===== src/rtl/mini_src_pkg.sv =====
// Shared opcodes, sequencer states and bus-source bit indices for the control sequencer.
// MUL_DIV_EN: when defined, mul/div decode to their own class; otherwise they behave as nop.
package mini_src_pkg;

  localparam int IR_W  = 32;
  localparam int NREGS = 16;
  localparam int SRC_W = 24;

  localparam logic [4:0] OP_LD   = 5'b00000;
  localparam logic [4:0] OP_ST   = 5'b00010;
  localparam logic [4:0] OP_ADD  = 5'b00011;
  localparam logic [4:0] OP_SUB  = 5'b00100;
  localparam logic [4:0] OP_AND  = 5'b00101;
  localparam logic [4:0] OP_OR   = 5'b00110;
  localparam logic [4:0] OP_ADDI = 5'b01100;
  localparam logic [4:0] OP_ANDI = 5'b01101;
  localparam logic [4:0] OP_ORI  = 5'b01110;
  localparam logic [4:0] OP_MUL  = 5'b01111;
  localparam logic [4:0] OP_DIV  = 5'b10000;
  localparam logic [4:0] OP_NOP  = 5'b11010;
  localparam logic [4:0] OP_HALT = 5'b11011;

  // Bus source bit positions; R0..R15 occupy bits 0..15 directly.
  typedef enum logic [4:0] {
    SRC_HI     = 5'd16,
    SRC_LO     = 5'd17,
    SRC_ZHI    = 5'd18,
    SRC_ZLO    = 5'd19,
    SRC_PC     = 5'd20,
    SRC_MDR    = 5'd21,
    SRC_INPORT = 5'd22,
    SRC_C      = 5'd23
  } src_idx_t;

  typedef enum logic [3:0] {
    S_IDLE, S_T0, S_T1, S_T2, S_T3, S_T4, S_T5, S_T6, S_T7, S_HALT
  } state_t;

  typedef enum logic [2:0] {
    C_NOP, C_ALU, C_IMM, C_LD, C_ST, C_MULDIV, C_HALT
  } instr_class_t;

  function automatic instr_class_t classify(input logic [4:0] op);
    case (op)
      OP_ADD, OP_SUB, OP_AND, OP_OR: return C_ALU;
      OP_ADDI, OP_ANDI, OP_ORI:      return C_IMM;
      OP_LD:                         return C_LD;
      OP_ST:                         return C_ST;
      OP_HALT:                       return C_HALT;
`ifdef MUL_DIV_EN
      OP_MUL, OP_DIV:                return C_MULDIV;
`else
      OP_MUL, OP_DIV:                return C_NOP;
`endif
      OP_NOP:                        return C_NOP;
      default:                       return C_NOP;
    endcase
  endfunction

  // Immediate forms reuse the ALU operation of their register form.
  function automatic logic [4:0] aluOpFor(input logic [4:0] op);
    case (op)
      OP_ADDI: return OP_ADD;
      OP_ANDI: return OP_AND;
      OP_ORI:  return OP_OR;
      default: return op;
    endcase
  endfunction

endpackage


===== src/rtl/control_sequencer_if.sv =====
// Signal bundle between the control sequencer (slave) and whoever feeds it the
// instruction and consumes its strobes (master).
interface control_sequencer_if;
  import mini_src_pkg::*;

  logic             run;
  logic             stop;
  logic [IR_W-1:0]  ir;
  logic [SRC_W-1:0] src_sel;
  logic [NREGS-1:0] r_in;
  logic             pc_in, inc_pc, ir_in, mar_in, mdr_in, y_in, z_in, hi_in, lo_in;
  logic             mdr_rd, mem_rd, mem_wr;
  logic [4:0]       alu_op;
  logic             running, halted;

  modport master (
    output run, stop, ir,
    input  src_sel, r_in, pc_in, inc_pc, ir_in, mar_in, mdr_in, y_in, z_in,
           hi_in, lo_in, mdr_rd, mem_rd, mem_wr, alu_op, running, halted
  );

  modport slave (
    input  run, stop, ir,
    output src_sel, r_in, pc_in, inc_pc, ir_in, mar_in, mdr_in, y_in, z_in,
           hi_in, lo_in, mdr_rd, mem_rd, mem_wr, alu_op, running, halted
  );

endinterface


===== src/rtl/reg_select_decode.sv =====
// Turns a 4-bit IR register field into a one-hot general-register select.
module reg_select_decode
  import mini_src_pkg::*;
(
  input  logic [3:0]       i_field,
  output logic [NREGS-1:0] o_onehot
);

  assign o_onehot = NREGS'(1) << i_field;

endmodule


===== src/rtl/control_sequencer.sv =====
// Moore control sequencer: steps each instruction through T-states and drives bus strobes.
// MUL_DIV_EN: when defined, adds the mul/div sequence (lo_in/hi_in); otherwise they stay 0.
module control_sequencer
  import mini_src_pkg::*;
(
  input logic                clock,
  input logic                reset,
  control_sequencer_if.slave bus
);

  state_t           r_state;
  state_t           w_nextState;
  state_t           w_endState;
  instr_class_t     w_cls;
  logic [4:0]       w_op;
  logic [NREGS-1:0] w_raHot, w_rbHot, w_rcHot;
  logic             w_unusedIrBits;

  assign w_op           = bus.ir[31:27];
  assign w_cls          = classify(w_op);
  assign w_unusedIrBits = ^bus.ir[14:0];

  reg_select_decode uRa (.i_field(bus.ir[26:23]), .o_onehot(w_raHot));
  reg_select_decode uRb (.i_field(bus.ir[22:19]), .o_onehot(w_rbHot));
  reg_select_decode uRc (.i_field(bus.ir[18:15]), .o_onehot(w_rcHot));

  always_ff @(posedge clock or posedge reset) begin
    if (reset) r_state <= S_IDLE;
    else       r_state <= w_nextState;
  end

  // stop only matters on the last step of an instruction; halt ignores it.
  always_comb begin
    w_endState  = bus.stop ? S_HALT : S_T0;
    w_nextState = r_state;
    unique case (r_state)
      S_IDLE, S_HALT: if (bus.run) w_nextState = S_T0;
      S_T0: w_nextState = S_T1;
      S_T1: w_nextState = S_T2;
      S_T2: w_nextState = S_T3;
      S_T3: begin
        if (w_cls == C_NOP)       w_nextState = w_endState;
        else if (w_cls == C_HALT) w_nextState = S_HALT;
        else                      w_nextState = S_T4;
      end
      S_T4: w_nextState = S_T5;
      S_T5: begin
        if (w_cls == C_LD || w_cls == C_ST || w_cls == C_MULDIV) w_nextState = S_T6;
        else                                                     w_nextState = w_endState;
      end
      S_T6: begin
        if (w_cls == C_LD || w_cls == C_ST) w_nextState = S_T7;
        else                                w_nextState = w_endState;
      end
      S_T7:    w_nextState = w_endState;
      default: w_nextState = S_IDLE;
    endcase
  end

  always_comb begin
    bus.src_sel = '0;
    bus.r_in    = '0;
    bus.pc_in   = 1'b0;
    bus.inc_pc  = 1'b0;
    bus.ir_in   = 1'b0;
    bus.mar_in  = 1'b0;
    bus.mdr_in  = 1'b0;
    bus.y_in    = 1'b0;
    bus.z_in    = 1'b0;
    bus.hi_in   = 1'b0;
    bus.lo_in   = 1'b0;
    bus.mdr_rd  = 1'b0;
    bus.mem_rd  = 1'b0;
    bus.mem_wr  = 1'b0;
    bus.alu_op  = '0;
    bus.running = (r_state != S_IDLE) && (r_state != S_HALT);
    bus.halted  = (r_state == S_HALT);
    unique case (r_state)
      S_T0: begin
        bus.src_sel[SRC_PC] = 1'b1;
        bus.mar_in = 1'b1;
        bus.inc_pc = 1'b1;
        bus.z_in   = 1'b1;
        bus.alu_op = OP_ADD;
      end
      S_T1: begin
        bus.src_sel[SRC_ZLO] = 1'b1;
        bus.pc_in  = 1'b1;
        bus.mem_rd = 1'b1;
        bus.mdr_rd = 1'b1;
        bus.mdr_in = 1'b1;
      end
      S_T2: begin
        bus.src_sel[SRC_MDR] = 1'b1;
        bus.ir_in = 1'b1;
      end
      S_T3: begin
        case (w_cls)
          C_ALU, C_IMM, C_LD, C_ST: begin
            bus.src_sel[NREGS-1:0] = w_rbHot;
            bus.y_in = 1'b1;
          end
`ifdef MUL_DIV_EN
          C_MULDIV: begin
            bus.src_sel[NREGS-1:0] = w_raHot;
            bus.y_in = 1'b1;
          end
`endif
          default: ;
        endcase
      end
      S_T4: begin
        case (w_cls)
          C_ALU: begin
            bus.src_sel[NREGS-1:0] = w_rcHot;
            bus.z_in   = 1'b1;
            bus.alu_op = aluOpFor(w_op);
          end
          C_IMM: begin
            bus.src_sel[SRC_C] = 1'b1;
            bus.z_in   = 1'b1;
            bus.alu_op = aluOpFor(w_op);
          end
          C_LD, C_ST: begin
            bus.src_sel[SRC_C] = 1'b1;
            bus.z_in   = 1'b1;
            bus.alu_op = OP_ADD;
          end
`ifdef MUL_DIV_EN
          C_MULDIV: begin
            bus.src_sel[NREGS-1:0] = w_rbHot;
            bus.z_in   = 1'b1;
            bus.alu_op = w_op;
          end
`endif
          default: ;
        endcase
      end
      S_T5: begin
        case (w_cls)
          C_ALU, C_IMM: begin
            bus.src_sel[SRC_ZLO] = 1'b1;
            bus.r_in = w_raHot;
          end
          C_LD, C_ST: begin
            bus.src_sel[SRC_ZLO] = 1'b1;
            bus.mar_in = 1'b1;
          end
`ifdef MUL_DIV_EN
          C_MULDIV: begin
            bus.src_sel[SRC_ZLO] = 1'b1;
            bus.lo_in = 1'b1;
          end
`endif
          default: ;
        endcase
      end
      S_T6: begin
        case (w_cls)
          C_LD: begin
            bus.mem_rd = 1'b1;
            bus.mdr_rd = 1'b1;
            bus.mdr_in = 1'b1;
          end
          C_ST: begin
            bus.src_sel[NREGS-1:0] = w_raHot;
            bus.mdr_in = 1'b1;
          end
`ifdef MUL_DIV_EN
          C_MULDIV: begin
            bus.src_sel[SRC_ZHI] = 1'b1;
            bus.hi_in = 1'b1;
          end
`endif
          default: ;
        endcase
      end
      S_T7: begin
        case (w_cls)
          C_LD: begin
            bus.src_sel[SRC_MDR] = 1'b1;
            bus.r_in = w_raHot;
          end
          C_ST:    bus.mem_wr = 1'b1;
          default: ;
        endcase
      end
      default: ;
    endcase
  end

endmodule


===== src/flat_wrapper.sv =====
// flat-port wrapper written by rule: the top's interface ports become plain ports
module control_sequencer_flat import mini_src_pkg::*;
  (clock, reset, bus_run, bus_stop, bus_ir, bus_src_sel, bus_r_in, bus_pc_in, bus_inc_pc, bus_ir_in, bus_mar_in, bus_mdr_in, bus_y_in, bus_z_in, bus_hi_in, bus_lo_in, bus_mdr_rd, bus_mem_rd, bus_mem_wr, bus_alu_op, bus_running, bus_halted);
  control_sequencer_if bus_i ();
  input logic clock;
  input logic reset;
  input wire logic [$bits(bus_i.run)-1:0] bus_run;
  input wire logic [$bits(bus_i.stop)-1:0] bus_stop;
  input wire logic [$bits(bus_i.ir)-1:0] bus_ir;
  output wire logic [$bits(bus_i.src_sel)-1:0] bus_src_sel;
  output wire logic [$bits(bus_i.r_in)-1:0] bus_r_in;
  output wire logic [$bits(bus_i.pc_in)-1:0] bus_pc_in;
  output wire logic [$bits(bus_i.inc_pc)-1:0] bus_inc_pc;
  output wire logic [$bits(bus_i.ir_in)-1:0] bus_ir_in;
  output wire logic [$bits(bus_i.mar_in)-1:0] bus_mar_in;
  output wire logic [$bits(bus_i.mdr_in)-1:0] bus_mdr_in;
  output wire logic [$bits(bus_i.y_in)-1:0] bus_y_in;
  output wire logic [$bits(bus_i.z_in)-1:0] bus_z_in;
  output wire logic [$bits(bus_i.hi_in)-1:0] bus_hi_in;
  output wire logic [$bits(bus_i.lo_in)-1:0] bus_lo_in;
  output wire logic [$bits(bus_i.mdr_rd)-1:0] bus_mdr_rd;
  output wire logic [$bits(bus_i.mem_rd)-1:0] bus_mem_rd;
  output wire logic [$bits(bus_i.mem_wr)-1:0] bus_mem_wr;
  output wire logic [$bits(bus_i.alu_op)-1:0] bus_alu_op;
  output wire logic [$bits(bus_i.running)-1:0] bus_running;
  output wire logic [$bits(bus_i.halted)-1:0] bus_halted;
  assign bus_i.run = bus_run;
  assign bus_i.stop = bus_stop;
  assign bus_i.ir = bus_ir;
  assign bus_src_sel = bus_i.src_sel;
  assign bus_r_in = bus_i.r_in;
  assign bus_pc_in = bus_i.pc_in;
  assign bus_inc_pc = bus_i.inc_pc;
  assign bus_ir_in = bus_i.ir_in;
  assign bus_mar_in = bus_i.mar_in;
  assign bus_mdr_in = bus_i.mdr_in;
  assign bus_y_in = bus_i.y_in;
  assign bus_z_in = bus_i.z_in;
  assign bus_hi_in = bus_i.hi_in;
  assign bus_lo_in = bus_i.lo_in;
  assign bus_mdr_rd = bus_i.mdr_rd;
  assign bus_mem_rd = bus_i.mem_rd;
  assign bus_mem_wr = bus_i.mem_wr;
  assign bus_alu_op = bus_i.alu_op;
  assign bus_running = bus_i.running;
  assign bus_halted = bus_i.halted;
  control_sequencer u_core (.clock(clock), .reset(reset), .bus(bus_i));
endmodule

===== config.mk =====
export PLATFORM = sky130hd
export DESIGN_NAME = control_sequencer_flat
export DESIGN_NICKNAME = d
export VERILOG_FILES = /design/src/rtl/mini_src_pkg.sv /design/src/rtl/control_sequencer_if.sv /design/src/rtl/reg_select_decode.sv /design/src/rtl/control_sequencer.sv /design/src/flat_wrapper.sv
export SDC_FILE = /design/constraint.sdc
export NUM_CORES = 1
export LEC_CHECK = 0
export BUFFER_PORTS_ARGS = -buffer_cell sky130_fd_sc_hd__buf_4
export CORE_MARGIN = 2
export CORE_UTILIZATION = 49
export DETAILED_ROUTE_END_ITERATION = 6
export MAX_ROUTING_LAYER = met4
export PLACE_DENSITY = 0.95
export SLEW_MARGIN = 20
export SYNTH_ARGS = -nofsm -noshare
export SYNTH_HDL_FRONTEND = slang
export SYNTH_SLANG_ARGS = --single-unit

===== constraint.sdc =====
create_clock -name clock -period 5 [get_ports clock]
set_input_delay 0.25 -clock clock [delete_from_list [all_inputs] [get_ports clock]]
set_output_delay 0.25 -clock clock [all_outputs]
set_load 0.05 [all_outputs]

; Word level (Yosys, flattened, before mapping)
; Memories as Yosys holds them, arrays and structs flattened.
; Cells that the tools add are included.
; Widths: inputs -> output; s select.
[op_classes]
eq_ne = 20
n_shift = 3
n_mux = 34
reduce_logical = 11
[op_table]
columns = cell, count
row1 = $mux 16, 5
row2 = $pmux 16 s3, 1
row3 = $shl 1x4->16 const A, 3
row4 = $pmux 4 s9, 1
row5 = $pmux 16 s2, 1
row6 = $mux 4, 6
row7 = $pmux 5 s2, 2
row8 = $eq 4x3->1 const B, 4
row9 = $eq 5x4->1 const B, 3
row10 = $pmux 5 s3, 1
row11 = $pmux 1 s2, 6
row12 = $mux 1, 11
row13 = $eq 3x3->1 const B, 3
row14 = $eq 4x2->1 const B, 2
row15 = $eq 4x4->1 const B, 2
row16 = $eq 3x2->1 const B, 2
row17 = $reduce_or 2->1, 3
row18 = $eq 4x1->1 const B, 1
row19 = $logic_not 4->1, 1
row20 = $ne 4x4->1 const B, 1
row21 = $reduce_bool 4->1, 1
row22 = $reduce_or 4->1, 1
row23 = $eq 3x1->1 const B, 1
row24 = $logic_not 3->1, 1
row25 = 4 further kinds, 5
[totals]
reg_bits = 4
mem_bits_ro = 96
inputBits = 36
elab_cells = 70
mem_count = 1
[mem_list]
columns = name, words, width, rd, rd_ports_with_merged_regs, write_ports, line
row1 = (name not given), 32, 3, 1, 0, 0, mini_src_pkg.sv:44  ; case (op)

; Longest topological paths before layout
; An unclocked memory read counts as a cell.
[depth]
word_depth = 6
mapped_depth = 9
ltp_nobuf = 7

; Cells and area by module
; From an unflattened synthesis, not the netlist that was laid out.
[hier_totals]
cells_unflattened = 246
hier_area_um2 = 2247.2
[modules_own_cells]
columns = mod, n_inst, cells_per_inst, area_per_inst_um2
row1 = control_sequencer, 1, 186, 1417.6
row2 = reg_select_decode, 3, 20, 276.5

; Worst setup path before layout
; Ideal clock, no wire load.
[synth_timing]
kind = input port to output port
startpoint = input bus_ir[27]
endpoint = output bus_r_in[0]
arrival_ns = 2.851
required_time_ns = 4.750
setup_slack_ns = 1.899
cell_stages = 8
cell_sequence = inv_1 -> ha_1 -> buf_2 -> nor4b_4 -> a21oi_2 -> mux2i_1 -> a22oi_2 -> nor4_1
[synth_between]
elab_chain_cells = 5
word_cells_on_any_way = 8
cone_classes = eq/ne (3) / mux (3) / reduce/logical (1) / memory (1)
[synth_lines]
columns = element, line
row1 = from (decl), flat_wrapper.sv:9  ; input wire logic [$bits(bus_i.ir)-1:0] bus_ir;
row2 = $mem_v2 32x3 (*), --
row3 = $eq 3x1->1 or $eq 3x2->1 (tied branches), control_sequencer.sv:140  ; case (w_cls)
row4 = $reduce_or 2->1 (no line), --
row5 = $mux 16, control_sequencer.sv:140
row6 = $pmux 16 s2 (*), control_sequencer.sv:78  ; unique case (r_state)
row7 = to (decl), flat_wrapper.sv:11  ; output wire logic [$bits(bus_i.r_in)-1:0] bus_r_in;
; Every way passes the cells marked *; elsewhere a longest branch is shown, timed or not.

; Worst setup path in the final report
[layout_timing]
startpoint = input bus_ir[27]
endpoint = output bus_r_in[1]
; The elaborated chain is that of the path after synthesis.

==> flow_summary.toml <==
[status]
status = "finished, final reports clean"

[floorplan]
die_y_um = 63.1
row_count = 21
core_area_um2 = 3340
start_util_pct = 51.3
pin_count = 95
die_area_um2 = 3980
die_x_um = 63.1

[synthesis]
synth_top_flop_cell = "dfrtp_1"
synth-simple-area-share_pct = 51.1
synth_edf_count = 0
muxShareOfSynthArea_pct = 1.46
ys_types = 63
ys_warn_count = 0
netlist_area_um2 = 1710
synth-seq-cells = 4
seq_area_frac_synth_pct = 5.84
synth_cells = 232
synth_fa_ha_area_share_pct = 3.65
syn_area_per_cell_um2 = 7.38
synthArstFlopShare_pct = 100
synth_xor_area_share_pct = 0.511
synth_compound_area_share_pct = 26.2
synth_top_family_by_area = "simple AND/OR/NAND/NOR gates"

[sta]
tns_ns = 0
report.final.hold_viol_count = 0
post-route-period-util_pct = 56.1
finClkSkew_ns = 0.0158
setup_viol = 0
max_clock_freq_mhz = 356
min_period_ns = 2.81
rsz0062_at_grt = "no"
relSlewSlack_pct = 38.3
worst_pin_slew_ns = 0.925
report.final.slew_viol_count = 0

[setup_path]
rrSetupSlack_ns = 3.31
arrival_ns = 2.56
critPathLaunchType = "input port"
crit_path_end_kind = "primary output"
r2r_end = "u_core.r_state[2]"
path_max_fanout = 16
path_class = "in2out"
reg2reg_depth = 4
cp_data_required_time_ns = 4.75
r2r_start = "u_core.r_state[3]"

[drt]
top_layer = "met4"
drtIter0Drc = 223
wirelength_mm = 5.11
drc = 0
dr.pass1.iters = 5
wl_met2_mm = 2.38
m1WireLength_mm = 2.20
routedWlPerCell_um = 15.2
vias = 2099
met3_length_um = 417
routed_via_density = 6.25
final_antenna_net_count = 0

[finish]
largest-register = "u_core.r_state"
biggestRegsByFlops = "u_core.r_state x4"
final_area_um2 = 2210
area_delta_synth_final_pct = 28.8
drive_above_1_share_pct = 40.3
antenna_cells = 0
nets = 333
largest_reg_flops = 4

[flow_run]
max-cap-violations = 0

[clocking]
cts_root_buf = "clkbuf_4"
clock_sinks = 4
cts_resized = 0
clk_pin_slew_ns = 0.05
cts_inserted_buffers = 3
max-clock-path-buffers = 2
htreeDepth = 1
insertion_delay_ns = 0.25
cts_tree = "built"

[global_route]
grt_pass1_vias = 1768
antenna_found_initial = 0
grt_max_degree = 29
track_usage_pct = 25.4
grt.overflow.total = 0
grt_pass1_wl_mm = 8.15

[min_path]
min_path_cells = 4
hold_class = "in2reg"
holdPathEnd = "u_core.r_state[0]"
hp-start = "bus_run"

[power_and_ir_drop]
peakVddDrop_uv = 186
power_density_nw_per_um2 = 322
leakagePower_nw = 0.862

[placement]
dpl.hpwl_mm = 3.96
placed_cell_area_um2 = 2170
port_buffers = 72
globalplace.congestion = 0.980
[final cells by class]
| type | instances | area [µm²] |
|---|---|---|
| Clock buffer | 3 | 22.5 |
| Fill cell | 299 | 1130 |
| Inverter | 8 | 30.0 |
| Multi-Input combinational cell | 202 | 1450 |
| Sequential cell | 4 | 100 |
| Tap cell | 46 | 57.6 |
| Timing Repair Buffer | 73 | 551 |
[placed cells by master, fill, tap and decap left out, types with 2 or more instances in the layout]
cell / Yosys / final
dfrtp_1: 4 / 4
clkbuf_4: 0 / 3
ha_1: 5 / 5
a21oi_1: 4 / 4
or2_2: 3 / 3
nor4_1: 8 / 8
and2_1: 2 / 2
nand3b_1: 2 / 2
inv_1: 8 / 8
nor2b_1: 9 / 9
nand4b_1: 2 / 2
conb_1: 1 / 7
o41ai_1: 2 / 2
or3_4: 2 / 2
o21a_1: 2 / 2
o21ai_1: 8 / 8
a32oi_1: 4 / 4
o221ai_1: 4 / 4
o31ai_1: 2 / 2
nor3b_1: 2 / 2
nor2_1: 20 / 20
o21ai_0: 5 / 5
nor3_1: 4 / 4
a31o_2: 2 / 2
a22oi_1: 3 / 3
nor4_2: 14 / 14
nand3_1: 19 / 19
buf_4: 10 / 72
nand2_1: 20 / 20
nand4_1: 6 / 6
or3_1: 3 / 3
o221ai_2: 7 / 7
nand2b_1: 4 / 4
[worst max-delay path: stages]
cell	delay (ns)
buf_4	0.13
inv_1	0.07
ha_1	0.34
nor4b_4	0.31
a21oi_2	0.12
mux2i_1	0.17
a22oi_2	0.78
nor4_1	0.14
buf_4	0.24
[per-layer routing]
metal / vias up / track usage (%)
met5: - / -
met4: 0 / 9.44
met3: 16 / 2.86
met2: 130 / 40.6
met1: 958 / 32.9
li1: 995 / -
[per-stage QoR]
step                util, %  total power, W  std cells  hold WS [ns]  setup WS (ns)
finish                 66.1        0.000709        336         0.443           2.19
global route           66.1        0.000748        336         0.500           2.01
CTS                    66.1        0.000703        336         0.446           2.20
detailed placement     65.1        0.000659        332         0.152           2.21
global placement       65.1        0.000650        332         0.139           2.31
floorplan                 -        0.000532        238        0.0161           1.90
[cell families (layout without fill, tap and decap cells)]
| group | after synthesis | after routing |
|---|---|---|
| and+or+nand+nor | 133 | 133 |
| AOI/OAI and AO/OA | 54 | 54 |
| buffers and inverters | 32 | 84 |
| adders and majority gates | 5 | 5 |
| DFF | 4 | 4 |
| muxes | 2 | 2 |
| other | 1 | 7 |
| xor gates and xnor gates | 1 | 1 |
[timing repair]
action	4_1_cts	5_1_grt
setup buffers	0	0
hold buffers	1	0
endpoints found under the hold margin	4	0
[worst max-delay path by stage]
stage	start	to	slack [ns]
after floorplan	bus_ir[27]	bus_r_in[0]	1.90
final	bus_ir[27]	bus_r_in[1]	2.19
after CTS	bus_ir[27]	bus_r_in[1]	2.20
after global routing	bus_ir[27]	bus_r_in[1]	2.01
after detailed placement	bus_ir[27]	bus_r_in[1]	2.21
after global placement	bus_ir[27]	bus_r_in[1]	2.31
[power by group]
part | leakage, nW | total (W) | switching, W | internal [W]
logic | 0.798 | 0.000585 | 0.000409 | 0.000176
clock network | 0.0138 | 0.0000438 | 0.0000167 | 0.0000271
registers | 0.0511 | 0.0000807 | 0.0000344 | 0.0000462
[synth_stat cells (all sizes together) (6+ instances only)]
library cell / count / share of area [%]
o21ai: 14 / 4.3
nor2b: 10 / 3.8
nand2b: 6 / 2.8
nand2: 21 / 5.0
nor4: 22 / 13
buf: 22 / 8.9
o221ai: 11 / 8.2
inv: 8 / 1.8
nor2: 22 / 5.4
nand3: 19 / 5.6
nand4: 6 / 2.2
No activity file was read; power rests on OpenSTA's default activity.
